$ cat config.mk
export PLATFORM = sky130hd
export DESIGN_NAME = exe_muldiv_unit
export DESIGN_NICKNAME = d
export VERILOG_FILES = /design/src/rtl/exe_muldiv_unit.sv
export SDC_FILE = /design/constraint.sdc
export NUM_CORES = 2
export LEC_CHECK = 0
export ABC_CLOCK_PERIOD_IN_PS = 10900
export BUFFER_PORTS_ARGS = -buffer_cell sky130_fd_sc_hd__buf_2
export CAP_MARGIN = 20
export CORE_ASPECT_RATIO = 0.75
export CORE_MARGIN = 3
export CORE_UTILIZATION = 66
export CTS_CLUSTER_SIZE = 16
export DETAILED_ROUTE_END_ITERATION = 7
export GPL_ROUTABILITY_DRIVEN = 0
export PLACE_DENSITY_LB_ADDON = 0.1
export SYNTH_ARGS = -nofsm -noshare
export SYNTH_HDL_FRONTEND = slang
export SYNTH_SLANG_ARGS = --single-unit
$ cat constraint.sdc
create_clock -name clk -period 10.9 [get_ports clk]
set_input_delay 1.09 -clock clk [delete_from_list [all_inputs] [get_ports clk]]
set_output_delay 1.09 -clock clk [all_outputs]
set_load 0.005 [all_outputs]
$ cat src/rtl/exe_muldiv_unit.sv
// RV32M/RV64M multiply/divide execute unit.
// Fixed-latency multiply, restoring radix-2 divide with a sign-fix cycle.
module exe_muldiv_unit #(
    parameter int XLEN     = 32,
    parameter int MUL_LAT  = 2,
    parameter int REG_BITS = 5
) (
    input  logic                clk,
    input  logic                rst,
    input  logic                flush_i,
    input  logic                in_valid_i,
    output logic                in_ready_o,
    input  logic [2:0]          op_i,
    input  logic [XLEN-1:0]     rs1_i,
    input  logic [XLEN-1:0]     rs2_i,
    input  logic [REG_BITS-1:0] rd_addr_i,
    output logic                out_valid_o,
    input  logic                out_ready_i,
    output logic [XLEN-1:0]     result_o,
    output logic [REG_BITS-1:0] rd_addr_o,
    output logic                busy_o
);

    localparam int CW = $clog2(XLEN + 1);
    localparam logic [CW-1:0] C_MUL_END =
        CW'((MUL_LAT > 1) ? MUL_LAT - 2 : 0);
    localparam logic [CW-1:0] C_DIV_END = CW'(XLEN - 1);
    localparam logic [XLEN-1:0] C_MIN = {1'b1, {(XLEN-1){1'b0}}};

    typedef enum logic [2:0] {
        S_IDLE, S_MUL, S_DIV, S_FIX, S_DONE
    } state_t;

    state_t                r_state;
    state_t                w_next;
    logic [2:0]            r_op;
    logic [REG_BITS-1:0]   r_rd;
    logic [XLEN-1:0]       r_a;
    logic [XLEN-1:0]       r_b;
    logic [XLEN-1:0]       r_rem;
    logic [XLEN-1:0]       r_result;
    logic [CW-1:0]         r_cnt;
    logic                  r_neg_q;
    logic                  r_neg_r;

    logic                  w_idle;
    logic                  w_accept;
    logic                  w_div_zero;
    logic                  w_div_ovf;
    logic                  w_div_fast;
    logic [XLEN-1:0]       w_fast_res;
    logic                  w_a_neg;
    logic                  w_b_neg;
    logic [XLEN-1:0]       w_mag_a;
    logic [XLEN-1:0]       w_mag_b;

    logic [2:0]            w_mop;
    logic [XLEN-1:0]       w_ma;
    logic [XLEN-1:0]       w_mb;
    logic                  w_sa;
    logic                  w_sb;
    logic [2*XLEN-1:0]     w_ma_ext;
    logic [2*XLEN-1:0]     w_mb_ext;
    logic [2*XLEN-1:0]     w_prod;
    logic [XLEN-1:0]       w_mul_res;

    logic [XLEN:0]         w_rem_sh;
    logic [XLEN:0]         w_diff;
    logic [XLEN-1:0]       w_q_fix;
    logic [XLEN-1:0]       w_r_fix;

    assign w_idle      = (r_state == S_IDLE);
    assign w_accept    = w_idle & in_valid_i & ~flush_i;
    assign in_ready_o  = w_idle;
    assign out_valid_o = (r_state == S_DONE);
    assign busy_o      = ~w_idle;
    assign result_o    = r_result;
    assign rd_addr_o   = r_rd;

    assign w_div_zero = (rs2_i == '0);
    assign w_div_ovf  = ~op_i[0] & (rs1_i == C_MIN) & (rs2_i == '1);
    assign w_div_fast = w_div_zero | w_div_ovf;
    assign w_fast_res = w_div_zero ? (op_i[1] ? rs1_i : '1)
                                   : (op_i[1] ? '0 : rs1_i);

    assign w_a_neg = ~op_i[0] & rs1_i[XLEN-1];
    assign w_b_neg = ~op_i[0] & rs2_i[XLEN-1];
    assign w_mag_a = w_a_neg ? -rs1_i : rs1_i;
    assign w_mag_b = w_b_neg ? -rs2_i : rs2_i;

    // Shared multiplier: fed from the ports at accept (for MUL_LAT=1),
    // from the captured operands while counting.
    assign w_mop    = w_idle ? op_i : r_op;
    assign w_ma     = w_idle ? rs1_i : r_a;
    assign w_mb     = w_idle ? rs2_i : r_b;
    assign w_sa     = (w_mop[1:0] != 2'b11);
    assign w_sb     = (w_mop[1:0] == 2'b01);
    assign w_ma_ext = {{XLEN{w_sa & w_ma[XLEN-1]}}, w_ma};
    assign w_mb_ext = {{XLEN{w_sb & w_mb[XLEN-1]}}, w_mb};
    assign w_prod   = w_ma_ext * w_mb_ext;
    assign w_mul_res = (w_mop[1:0] == 2'b00) ? w_prod[XLEN-1:0]
                                             : w_prod[2*XLEN-1:XLEN];

    assign w_rem_sh = {r_rem, r_a[XLEN-1]};
    assign w_diff   = w_rem_sh - {1'b0, r_b};
    assign w_q_fix  = r_neg_q ? -r_a : r_a;
    assign w_r_fix  = r_neg_r ? -r_rem : r_rem;

    always_ff @(posedge clk) begin
        if (!rst) begin
            r_state <= S_IDLE;
        end else begin
            r_state <= w_next;
        end
    end

    always_comb begin
        w_next = r_state;
        if (flush_i) begin
            w_next = S_IDLE;
        end else begin
            unique case (r_state)
                S_IDLE: begin
                    if (in_valid_i) begin
                        if (!op_i[2]) begin
                            w_next = (MUL_LAT == 1) ? S_DONE : S_MUL;
                        end else if (w_div_fast) begin
                            w_next = S_DONE;
                        end else begin
                            w_next = S_DIV;
                        end
                    end
                end
                S_MUL: if (r_cnt == C_MUL_END) w_next = S_DONE;
                S_DIV: if (r_cnt == C_DIV_END) w_next = S_FIX;
                S_FIX: w_next = S_DONE;
                S_DONE: if (out_ready_i) w_next = S_IDLE;
                default: w_next = S_IDLE;
            endcase
        end
    end

    always_ff @(posedge clk) begin
        if (!rst) begin
            r_op     <= '0;
            r_rd     <= '0;
            r_a      <= '0;
            r_b      <= '0;
            r_rem    <= '0;
            r_result <= '0;
            r_cnt    <= '0;
            r_neg_q  <= 1'b0;
            r_neg_r  <= 1'b0;
        end else begin
            unique case (r_state)
                S_IDLE: begin
                    if (w_accept) begin
                        r_op    <= op_i;
                        r_rd    <= rd_addr_i;
                        r_cnt   <= '0;
                        r_rem   <= '0;
                        r_neg_q <= w_a_neg ^ w_b_neg;
                        r_neg_r <= w_a_neg;
                        // Divides keep magnitudes; r_a becomes the quotient.
                        r_a <= op_i[2] ? w_mag_a : rs1_i;
                        r_b <= op_i[2] ? w_mag_b : rs2_i;
                        if (!op_i[2]) begin
                            r_result <= w_mul_res;
                        end else if (w_div_fast) begin
                            r_result <= w_fast_res;
                        end
                    end
                end
                S_MUL: begin
                    r_cnt    <= r_cnt + 1'b1;
                    r_result <= w_mul_res;
                end
                S_DIV: begin
                    r_cnt <= r_cnt + 1'b1;
                    if (!w_diff[XLEN]) begin
                        r_rem <= w_diff[XLEN-1:0];
                        r_a   <= {r_a[XLEN-2:0], 1'b1};
                    end else begin
                        r_rem <= w_rem_sh[XLEN-1:0];
                        r_a   <= {r_a[XLEN-2:0], 1'b0};
                    end
                end
                S_FIX: r_result <= r_op[1] ? w_r_fix : w_q_fix;
                default: ;
            endcase
        end
    end

endmodule

Word level (Yosys, flattened, before mapping)

Cells that the tools add are included.

Word-level logic and storage cells: 93
Bits in read-only memories: 0
Latch bits: 0
Flip-flop bits (word level): 146
Memories kept: 0
Bits in writable memories: 0
Input bits: 77

Eq/ne operators: 15
Add/sub/neg operators: 6
Shift operators: 0
Mux-type cells: 33
Reductions and logical operators: 14
Div/mod/pow operators: 0
$mul: 1
Magnitude comparators: 0
Bitwise operators: 14

Operator list:

| kind                                                | count |
|---|---|
| two-way mux 32 bit                                  | 19 |
| negator 32 bit                                      | 4 |
| case mux 32 bit (2 select lines)                    | 2 |
| case mux 32 bit (3 select lines)                    | 1 |
| equality test 32 bit, second input constant         | 2 |
| multiplier 33 x 33 -> 64 bit                        | 1 |
| subtractor 33 x 32 -> 33 bit                        | 1 |
| logical NOT 32 bit                                  | 1 |
| two-way mux 3 bit                                   | 6 |
| case mux 3 bit (5 select lines)                     | 1 |
| case mux 6 bit (2 select lines)                     | 1 |
| AND 1 bit                                           | 8 |
| != test 2 bit, second input constant                | 4 |
| adder 6 x 1 -> 6 bit, second input constant         | 1 |
| equality test 3 x 2 -> 1 bit, second input constant | 2 |
| equality test 6 x 5 -> 1 bit, second input constant | 1 |
| logical NOT 6 bit                                   | 1 |
| two-way mux 6 bit                                   | 1 |
| AND reduction 2 bit                                 | 3 |
| != test 2 x 1 -> 1 bit, second input constant       | 2 |
| NOT 1 bit                                           | 4 |
| AND reduction 4 bit                                 | 1 |
| nonzero test 2 bit                                  | 2 |
| OR reduction 2 bit                                  | 2 |
| other kinds (12)                                    | 12 |

Depth between registers and ports, before layout

Depth in word-level cells: 9
Mapped depth: 37
Depth with buffers taken out: 32

Worst setup path before layout

OpenSTA, ideal clock, no wires.

Path kind: register -> register
From: reg r_state[2]
To: reg r_result[24] (netlist: result_o[24])
Clock period less this slack: 9.677 ns
Required time: 10.838 ns
Stages on the path, launching flop included: 33
Setup slack: 1.223 ns
Library setup time: 0.062 ns
Path buffers: 5
Data arrival time: 9.615 ns
Cells stage by stage: dfxtp_1 -> clkbuf_1 -> nor3_1 -> buf_2 -> buf_2 -> clkbuf_1 -> buf_1 -> mux2i_1 -> nor2_1 -> fa_1 -> inv_1 -> fa_1 -> inv_1 -> fa_1 -> fa_1 -> inv_1 -> fa_1 -> inv_1 -> fa_1 -> inv_1 -> fa_1 -> fa_1 -> inv_1 -> ha_1 -> and3_1 -> nand2_1 -> or3_1 -> or3_1 -> o41ai_2 -> nor3_1 -> or3_1 -> or4b_1 -> nand3_1

Word-level cells in the longest chain between the ends: 9

RTL lines:

| element                                                              | line    | RTL |
|---|---|---|
| from (decl)                                                          | 34      | `state_t r_state;` |
| from (signal assigned)                                               | 113     | `r_state <= w_next;` |
| logical NOT 3 bit                                                    | 72, 155 |  |
| two-way mux 2 bit                                                    | 93      | `assign w_mop = w_idle ? op_i : r_op;` |
| != test 2 bit / equality test 2 x 1 -> 1 bit (equally long branches) | 96, 97  |  |
| AND 1 bit (on tied branches)                                         | 98, 99  |  |
| multiplier 33 x 33 -> 64 bit                                         | 100     | `assign w_prod = w_ma_ext * w_mb_ext;` |
| two-way mux 32 bit                                                   | 101     | `assign w_mul_res = (w_mop[1:0] == 2'b00) ? w_prod[XLEN-1:0]` |
| two-way mux 32 bit                                                   | 167     | `if (!op_i[2]) begin` |
| two-way mux 32 bit                                                   | 157     | `if (w_accept) begin` |
| case mux 32 bit (3 select lines)                                     | 155     | `unique case (r_state)` |
| to (signal assigned)                                                 | 168     | `r_result <= w_mul_res;` |
| to (signal assigned)                                                 | 170     | `r_result <= w_fast_res;` |
| to (signal assigned)                                                 | 176     | `r_result <= w_mul_res;` |
| to (decl)                                                            | 41      | `logic [XLEN-1:0] r_result;` |

Parallel ways exist; a longest one is shown, timed or not. The select of a mux whose other input is x is not followed.
A chain may end at the register's enable or synchronous reset.

Worst setup path after layout

From: reg r_state[2]
To: reg r_result[30] (netlist: result_o[30])

The elaborated chain is that of the path after synthesis.

==> impl_metrics.toml <==
[cts]
root_buffer = "clkbuf_16"
cts_buffer_depth = 2
cts_buffers = 17
clock_latency_ns = 0.46
cts_tree = "done"
post-cts-setup-buffers = 0
cts_hold_buf = 0
htreeDepth = 4
clock-sinks = 146
cts.clk_slew.worst_paths_ns = 0.07

[yosys]
syn_nets = 7531
synth_commonest_cells = "1,249 x inv_1, 1,126 x fa_1, 1,111 x nand2_1"
netlist_area_mm2 = 0.0503
synth.most_common_cell = "inv_1"
syn_inst = 6077
synth-main-ff-cell = "dfxtp_1"
yosysSeqAreaShare_pct = 5.81
synth.ff_latch_count = 146
syn_area_per_cell_um2 = 8.28
synth.area.top_cells = "fa_1 45%, inv_1 9.3%, nand2_1 8.3%, ha_1 6.2%, dfxtp_1 5.8%"
synth_cell_types = 83
synth-edff-count = 0
yosysWarningCount = 0
synth_top_area_cell = "fa_1"
synthArstFlopShare_pct = 0
yosysTopAreaCellShare_pct = 44.8

[timing]
hold_viol_final = 0
whs_ns = 0.465
finalSetupTns_ns = 0
tightest_slew_ns = 1.19
finalSetupViolations = 0
post-route-min-period_ns = 10.82
fmax_mhz = 92.4
maxSlewViolCount = 0
rsz0062_at_grt = "no"
max-slew-margin-rel_pct = 18.8
fin_skew_ns = 0.0152
period_share_pct = 99.2

[critical_path]
max_stage_delay_ns = 0.89
cp-start-kind = "flop"
arrival_ns = 11.15
crit_path_end_kind = "flop"
rrSetupSlack_ns = 0.08
path_max_fanout = 57
worstSetupStartpoint = "r_state[2]"
cp.required_ns = 11.23
path_common_cell = "fa_1"
crit_path_top_delay_cell = "mux2i_1"
reg2reg_from = "r_state[2]"
crit_type = "reg -> reg"

[die]
ios = 117
start_util_pct = 66.8
die_y_um = 245
core_mm2 = 0.0753
fp.dieW_um = 325
die_area_mm2 = 0.0796
rows = 87

[cells_and_area]
drive_gt1_share_pct = 6.80
area_growth_pct = 5.64
stdcell_area_mm2 = 0.0532
fin_nets = 7499
instances_no_fill = 7094

[min_path]
hold_path.class = "reg -> reg"
hold_start = "rd_addr_o[0]"

[detailed_routing]
drc = 0
route.vias.total = 43700
dr.pass1.iters = 8
via_per_inst = 6.16
drt_iter0_markers = 6340
routedWlPerCell_um = 24.2
wl_um = 171000
ant_nets = 0

[grt]
grt.overflow.total = 0
grt_pass1_wl_um = 261000
grt_util_met1_pct = 59.1
use_met2_pct = 62.3
grt_usage_pct = 43.8
grt_max_degree = 74
busiest_layer = "met2"
grtUsageMet3_pct = 15.3
antenna_found_initial = 14
grt_pass1_vias = 43100

[placed_design]
io_buffers = 116
place_area_mm2 = 0.0525
place_hpwl_um = 140000
dp.cells = 7048

[flow_run]
cap_violations = 0

[status]
status = "finished, final reports clean"
path summary, 6_finish.rpt:
check / end / cells past startpoint
min reg2reg: rd_addr_o[0] / 2
min: rd_addr_o[0] / 2
max reg2reg: result_o[30] / 28
max: result_o[30] / 28
cell type report:
type,count,area (um2)
clock buffers,18,439
multi-input cells,4333,41600
inverters,1251,4700
diodes,13,32.5
clock inverters,14,143
flip-flops and latches,146,2920
well taps,1023,1280
repair buffers,296,2020
fillers,6121,22200
critical path: cells and delay by family (launching register included):
family | cells | cell delay, ns
AOI/OAI and AO/OA | 3 | 1.20
muxes | 1 | 0.89
DFF | 1 | 0.41
adders and majority gates | 9 | 4.48
and+or+nand+nor | 9 | 2.77
buffers and inverters | 6 | 0.93
flip-flops by register name, indices dropped and copies added, names as in the netlist, 2 cells and up:
| signal | cells |
|---|---|
| r_state | 3 |
| r_b | 32 |
| rd_addr_o | 5 |
| r_rem | 32 |
| r_op | 2 |
| r_a | 32 |
| r_cnt | 6 |
| result_o | 32 |
routing by layer:
layer,vias up,routed length [um]
li1,18400,-
met1,21500,62300
met2,3093,70600
met3,669,26300
met4,8,12100
met5,-,48
kinds of logic (layout without fill, tap and decap cells):
group	after synthesis	in the layout	share of synthesized area (%)
muxes	88	88	1.76
other	0	13	0
AOI/OAI and AO/OA	769	769	9.91
buffers and inverters	1598	1579	12.0
xor gates and xnor gates	200	200	3.52
adders and majority gates	1377	1377	51.0
DFF	146	146	5.81
and+or+nand+nor	1899	1899	15.9
timing repair:
action                                 CTS  global route
resized for setup                        0             2
setup endpoints to repair                0             1
endpoints found under the hold margin    0             0
cells in the final DEF, fill, tap and decap left out, types with 115 or more instances in the layout:
cell,Yosys,final
o21ai_0,219,206
a21oi_1,155,155
dfxtp_1,146,145
nor2_1,442,440
xnor2_1,124,124
buf_4,6,174
nand2_1,1111,1109
buf_2,15,115
inv_1,1249,1249
ha_1,251,251
fa_1,1126,1126
through the flow:
stage	utilization, %	setup WS [ns]
final	70.6	0.0825
after global routing	70.5	0.0284
after CTS	70.5	0.486
after detailed placement	69.7	0.545
after global placement	69.7	0.658
after floorplan	-	1.22
Power is left out: the tool's default activity adds up to more than one toggle a clock period on the data nets, which glitch-free logic cannot reach.
